## src/rtl/bcd_conv_seq_if.sv

```systemverilog
// bcd_conv_seq_if -- handshake/data bundle for the sequential binary-to-BCD
// converter.
//   start  : request a conversion of bin (honoured only while idle)
//   bin    : unsigned binary word, IN_W bits
//   busy   : conversion in progress
//   done   : one-cycle pulse, bcd/err valid and freshly updated
//   bcd    : packed BCD, digit 0 (ones) in [3:0], held until next done
//   err    : error flag of the last conversion
// master drives start/bin (requester side); slave is the converter side.
interface bcd_conv_seq_if #(
  parameter int unsigned IN_W   = 32,
  parameter int unsigned DIGITS = 10
);
  logic                  start;
  logic [IN_W-1:0]       bin;
  logic                  busy;
  logic                  done;
  logic [4*DIGITS-1:0]   bcd;
  logic                  err;

  modport master (
    output start, bin,
    input  busy, done, bcd, err
  );

  modport slave (
    input  start, bin,
    output busy, done, bcd, err
  );
endinterface

```

## src/rtl/bcd_conv_seq.sv

```systemverilog
// bcd_conv_seq -- sequential binary-to-BCD converter (double dabble, one bit
// per clock) feeding the seven-segment display path.
//
// Ports:
//   clk    : rising-edge clock
//   rst_n  : asynchronous active-low reset
//   bus    : bcd_conv_seq_if.slave (start, bin in; busy, done, bcd, err out)
//
// A conversion accepted on edge 0 keeps busy high for IN_W cycles; done and
// the new bcd appear in the cycle after edge IN_W, and the block is idle
// again after edge IN_W+1. bcd/err hold their value between done pulses.
//
// Optional feature macro: BCD_ERR_DETECT_EN
//   defined   : an all-ones bin produces bcd = all 0xF digits and err = 1
//   undefined : err is tied 0 and all-ones converts numerically
module bcd_conv_seq #(
  parameter int unsigned IN_W   = 32,
  parameter int unsigned DIGITS = 10
) (
  input  logic          clk,
  input  logic          rst_n,
  bcd_conv_seq_if.slave bus
);

  localparam int unsigned CNT_W = $clog2(IN_W + 1);
  localparam int unsigned BCD_W = 4 * DIGITS;

  typedef enum logic [1:0] {
    ST_IDLE  = 2'd0,
    ST_SHIFT = 2'd1,
    ST_DONE  = 2'd2
  } state_t;

  state_t             state_q, state_d;
  logic [IN_W-1:0]    bin_q,   bin_d;
  logic [BCD_W-1:0]   scr_q,   scr_d;
  logic [CNT_W-1:0]   cnt_q,   cnt_d;
  logic [BCD_W-1:0]   bcd_q,   bcd_d;
  logic               busy_q,  busy_d;
  logic               done_q,  done_d;

  // Scratch after the add-3 correction, and after the subsequent shift.
  logic [BCD_W-1:0]   scr_adj;
  logic [BCD_W-1:0]   scr_shift;

`ifdef BCD_ERR_DETECT_EN
  logic               err_q,   err_d;
  // Remembers that the accepted word was the all-ones error code.
  logic               ones_q,  ones_d;
`endif

  // Add-3 correction per digit: any digit >= 5 would become >= 10 after the
  // shift, so pre-adding 3 makes the shift carry into the next digit.
  always_comb begin
    scr_adj = scr_q;
    for (int unsigned i = 0; i < DIGITS; i++) begin
      if (scr_q[4*i +: 4] >= 4'd5) begin
        scr_adj[4*i +: 4] = scr_q[4*i +: 4] + 4'd3;
      end
    end
  end

  // {scratch, binreg} shifted left by one: the binary MSB enters digit 0.
  always_comb begin
    scr_shift = {scr_adj[BCD_W-2:0], bin_q[IN_W-1]};
  end

  always_comb begin
    state_d = state_q;
    bin_d   = bin_q;
    scr_d   = scr_q;
    cnt_d   = cnt_q;
    bcd_d   = bcd_q;
`ifdef BCD_ERR_DETECT_EN
    err_d   = err_q;
    ones_d  = ones_q;
`endif

    unique case (state_q)
      ST_IDLE: begin
        if (bus.start) begin
          state_d = ST_SHIFT;
          bin_d   = bus.bin;
          scr_d   = '0;
          cnt_d   = CNT_W'(IN_W);
`ifdef BCD_ERR_DETECT_EN
          ones_d  = &bus.bin;
`endif
        end
      end

      ST_SHIFT: begin
        scr_d = scr_shift;
        bin_d = {bin_q[IN_W-2:0], 1'b0};
        cnt_d = cnt_q - CNT_W'(1);
        // Last bit: the fully shifted scratch is the result, published on
        // the same edge that leaves SHIFT.
        if (cnt_q == CNT_W'(1)) begin
          state_d = ST_DONE;
`ifdef BCD_ERR_DETECT_EN
          if (ones_q) begin
            bcd_d = '1;
            err_d = 1'b1;
          end else begin
            bcd_d = scr_shift;
            err_d = 1'b0;
          end
`else
          bcd_d = scr_shift;
`endif
        end
      end

      ST_DONE: begin
        state_d = ST_IDLE;
      end

      default: begin
        state_d = ST_IDLE;
      end
    endcase

    // Moore outputs decoded from the next state so they are registered
    // alongside it.
    busy_d = (state_d == ST_SHIFT);
    done_d = (state_d == ST_DONE);
  end

  always_ff @(posedge clk or negedge rst_n) begin
    if (!rst_n) begin
      state_q <= ST_IDLE;
      bin_q   <= '0;
      scr_q   <= '0;
      cnt_q   <= '0;
      bcd_q   <= '0;
      busy_q  <= 1'b0;
      done_q  <= 1'b0;
`ifdef BCD_ERR_DETECT_EN
      err_q   <= 1'b0;
      ones_q  <= 1'b0;
`endif
    end else begin
      state_q <= state_d;
      bin_q   <= bin_d;
      scr_q   <= scr_d;
      cnt_q   <= cnt_d;
      bcd_q   <= bcd_d;
      busy_q  <= busy_d;
      done_q  <= done_d;
`ifdef BCD_ERR_DETECT_EN
      err_q   <= err_d;
      ones_q  <= ones_d;
`endif
    end
  end

  assign bus.busy = busy_q;
  assign bus.done = done_q;
  assign bus.bcd  = bcd_q;
`ifdef BCD_ERR_DETECT_EN
  assign bus.err  = err_q;
`else
  assign bus.err  = 1'b0;
`endif

endmodule

```

## src/flat_wrapper.sv

```systemverilog
// flat-port wrapper written by rule: the top's interface ports become plain ports
module bcd_conv_seq_flat 
#(
  parameter int unsigned IN_W   = 32,
  parameter int unsigned DIGITS = 10
)
  (clk, rst_n, bus_start, bus_bin, bus_busy, bus_done, bus_bcd, bus_err);
  bcd_conv_seq_if #(.IN_W(IN_W), .DIGITS(DIGITS)) bus_i ();
  input  logic clk;
  input  logic rst_n;
  input wire logic [$bits(bus_i.start)-1:0] bus_start;
  input wire logic [$bits(bus_i.bin)-1:0] bus_bin;
  output wire logic [$bits(bus_i.busy)-1:0] bus_busy;
  output wire logic [$bits(bus_i.done)-1:0] bus_done;
  output wire logic [$bits(bus_i.bcd)-1:0] bus_bcd;
  output wire logic [$bits(bus_i.err)-1:0] bus_err;
  assign bus_i.start = bus_start;
  assign bus_i.bin = bus_bin;
  assign bus_busy = bus_i.busy;
  assign bus_done = bus_i.done;
  assign bus_bcd = bus_i.bcd;
  assign bus_err = bus_i.err;
  bcd_conv_seq #(.IN_W(IN_W), .DIGITS(DIGITS)) u_core (.clk(clk), .rst_n(rst_n), .bus(bus_i));
endmodule
```

## config.mk

```make
export PLATFORM = sky130hd
export DESIGN_NAME = bcd_conv_seq_flat
export DESIGN_NICKNAME = d
export VERILOG_FILES = /design/src/rtl/bcd_conv_seq_if.sv /design/src/rtl/bcd_conv_seq.sv /design/src/flat_wrapper.sv
export SDC_FILE = /design/constraint.sdc
export NUM_CORES = 1
export LEC_CHECK = 0
export CAP_MARGIN = 30
export CORE_MARGIN = 5
export CORE_UTILIZATION = 59
export DETAILED_ROUTE_END_ITERATION = 10
export GPL_TIMING_DRIVEN = 0
export PLACE_DENSITY = 0.87
export SETUP_SLACK_MARGIN = 0.2
export SLEW_MARGIN = 20
export SYNTH_ARGS = -nofsm -noshare
export SYNTH_HDL_FRONTEND = slang
export SYNTH_SLANG_ARGS = --single-unit
```

## constraint.sdc

```tcl
create_clock -name clk -period 5.8 [get_ports clk]
set_clock_uncertainty 0.15 [all_clocks]
set_input_delay 1.74 -clock clk [delete_from_list [all_inputs] [get_ports clk]]
set_output_delay 1.74 -clock clk [all_outputs]
set_load 0.005 [all_outputs]
```

==> flow_metrics.env <==
export IMPL_worst_pin_slew_ns=0.682
export IMPL_synth_nets=603
export IMPL_dr_pass1_iters=5
export IMPL_clkSinkCount=122
export IMPL_comb_power_share_pct=41.0
export IMPL_rsz0062_at_grt="false"
export IMPL_detail_route_vias_per_cell=5.94
export IMPL_synth_distinct_cells=32
export IMPL_clockPowerShare_pct=23.6
export IMPL_pwr_share_seq_pct=35.4
export IMPL_mostFrequentLayoutCells="dfrtp_1 (122), nand2_1 (96), clkdlybuf4s50_1 (75), o21ai_0 (49), a22oi_1 (31)"
export IMPL_die_area_sq_mm=0.0116
export IMPL_area_growth_pct=27.3
export IMPL_core_sq_mm=0.00928
export IMPL_intPower_uw=2830
export IMPL_grt_pass1_vias=4907
export IMPL_finalPower_uw=4470
export IMPL_worstPathRequired_ns=6.02
export IMPL_cts_resized_gates=0
export IMPL_placed_area_sq_mm=0.00659
export IMPL_ys_seq_area_share_pct=54.1
export IMPL_grt_pass1_wl_mm=24.3
export IMPL_ys_seq_elements=122
export IMPL_grt_max_degree=66
export IMPL_route_detailed_drc=0
export IMPL_power_leakage_uw=0.00319
export IMPL_pwr_density_cell_mw_per_mm2=622
export IMPL_hold_viol_final=0
export IMPL_slew_headroom_pct=54.6
export IMPL_final_area_sq_mm=0.00718
export IMPL_fin_ws_ns=2.19
export IMPL_antenna_found_initial=0
export IMPL_criticalPathCategory="in -> reg"
export IMPL_hold_buffers=0
export IMPL_switchingPower_uw=1640
export IMPL_pin_count=78
export IMPL_die_w_um=108
export IMPL_place_gp_congestion=0.826
export IMPL_min_path_type="reg -> reg"
export IMPL_numPortBuffers=76
export IMPL_yosys_warnings=0
export IMPL_clockBufferDepth=2
export IMPL_syn_avg_cell_area_sq_um=10.3
export IMPL_swShare_pct=36.7
export IMPL_antenna_left=0
export IMPL_reg2reg_slack_ns=3.39
export IMPL_fmax_mhz=277
export IMPL_drt_iter0_drc=318
export IMPL_synth_area_sq_mm=0.00564
export IMPL_cts_root_buffer="clkbuf_8"
export IMPL_hpwl_mm=9.26
export IMPL_arrival_ns=3.82
export IMPL_drive_above_1_share_pct=11.2
export IMPL_reg2reg_depth=6
export IMPL_drv_cap=0
export IMPL_postCtsSetupBuffers=0
export IMPL_min_period_ns=3.61
export IMPL_cts_tree="built"
export IMPL_gr_total_overflow=0
export IMPL_critPathCaptureType="flip-flop"
export IMPL_h_tree_depth=4
export IMPL_syn_inst=546
export IMPL_min_delay_start="u_core.bin_q[10]"
export IMPL_initial_core_util_pct=60.8
export IMPL_yosysTopAreaCellShare_pct=54.1
export IMPL_fp_row_count=35
export IMPL_synth_area_top_cells="dfrtp_1 (54%), nand2_1 (6.4%), ha_1 (4.9%)"
export IMPL_final_common_cell="dfrtp_1"
export IMPL_path_clk_slew_ns=0.05
export IMPL_clkLatencyLatePin_ns=0.52
export IMPL_post_synth_top_area_cell="dfrtp_1"
export IMPL_cts_made_buffers=17
export IMPL_routed_wl_mm=14.5
export IMPL_preCtsSetupSlack_ns=1.77
export IMPL_outcome="finished, final reports clean"
export IMPL_r2r_end="u_core.bus.bcd[37]"
export IMPL_min_delay_worst_endpoint="u_core.bin_q[10]"
export IMPL_setup_viol=0
export IMPL_worst_path_max_fanout=10
export IMPL_timing_rr_start="u_core.cnt_q[1]"
export IMPL_fin_nets=699
export IMPL_grt_use_total_pct=26.9
export IMPL_holdPathStages=2
export IMPL_die_h_um=108
export IMPL_tns_ns=0
export IMPL_finalCritPeriodShare_pct=62.2
export IMPL_hold_slack_ns=0.326
export IMPL_worst_setup_path_start_kind="input port"
export IMPL_insertedDiodeCount=0
export IMPL_slew_viol_final=0
export IMPL_wl_per_cell_um=18.6
export IMPL_vias=4645
export IMPL_ir_drop_uv=285
==> worst max-delay path, stage by stage <==
cell             delay, ns
clkdlybuf4s50_1       0.52
nor3b_2               0.52
nor2_1                0.29
clkbuf_1              0.36
o21ai_0               0.26
o21ai_0               0.13
==> kinds of logic (layout without fill, tap and decap cells) <==
logic type      Yosys count  in the layout  synth area share [%]
simple gates            168            168                  14.1
compound gates          136            136                  14.8
flops                   122            122                  54.1
buf+inv                  55            162                  4.35
mux                      32             32                  6.14
fa+ha+maj                22             22                  4.88
xor+xnor                 10             10                  1.55
other cells               1              1                0.0665
==> routing by layer <==
| metal | GRT usage, % | up-vias | wire (um) |
|---|---|---|---|
| met5 | 0 | - | 0 |
| met4 | 14.5 | 0 | 586 |
| met3 | 6.78 | 60 | 908 |
| met2 | 43.7 | 212 | 7430 |
| met1 | 32.7 | 2285 | 5580 |
| li1 | - | 2088 | - |
==> cells in the mapped netlist, drive strengths merged <==
library cell / n
dfrtp: 122
nand2: 96
o21ai: 49
a22oi: 31
a21oi: 29
inv: 27
nor2: 23
ha: 22
mux2: 21
clkbuf: 18
a22o: 14
nor3: 12
mux2i: 11
nand2b: 11
nor3b: 11
a31oi: 10
buf: 10
or3b: 10
xnor2: 10
nand3: 2
conb: 1
nor2b: 1
nor4: 1
o311ai: 1
o31ai: 1
o41ai: 1
or4b: 1
==> through the flow <==
stage               utilization [%]  cells
floorplan                         -    546
global placement               70.7    751
detailed placement             71.0    752
CTS                            77.4    782
global route                   77.4    782
finish                         77.4    782
==> how the worst max path moves through the flow <==
stage / start / end / slack (ns)
3_5_place_dp: bus_start / u_core.scr_q[15] / 1.77
5_1_grt: bus_start / u_core.scr_q[15] / 2.04
4_1_cts: bus_start / u_core.scr_q[39] / 2.22
2_1_floorplan: bus_start / u_core.scr_q[31] / 2.82
3_3_place_gp: rst_n / u_core.bin_q[17] / -1.76
6_report: bus_start / u_core.scr_q[15] / 2.19
==> area by class of cell <==
| type | count | area [sq um] |
|---|---|---|
| inverter | 27 | 101 |
| buffer | 28 | 144 |
| multi-input combinational | 369 | 2340 |
| clock inverter | 8 | 118 |
| fill | 593 | 2100 |
| sequential | 122 | 3050 |
| clock buffer | 22 | 473 |
| timing repair buffer | 77 | 790 |
| tap | 129 | 161 |
==> power by group through the flow <==
| stage | Clock, uW | Sequential, uW | Combinational, uW |
|---|---|---|---|
| final | 1050 | 1580 | 1830 |
| after global routing | 1100 | 1630 | 2020 |
| after floorplan | 0 | 1510 | 1120 |
| after detailed placement | 0 | 1570 | 1770 |
| after global placement | 0 | 1540 | 1660 |
| after CTS | 1060 | 1570 | 1840 |
==> state kept, by name, summed over array words and instances (netlist names) <==
signal           count
u_core.state_q       2
u_core.bus.bcd      40
u_core.bus.busy      1
u_core.bin_q        32
u_core.bus.done      1
u_core.cnt_q         6
u_core.scr_q        40
Power figures use the tool's default switching activity.
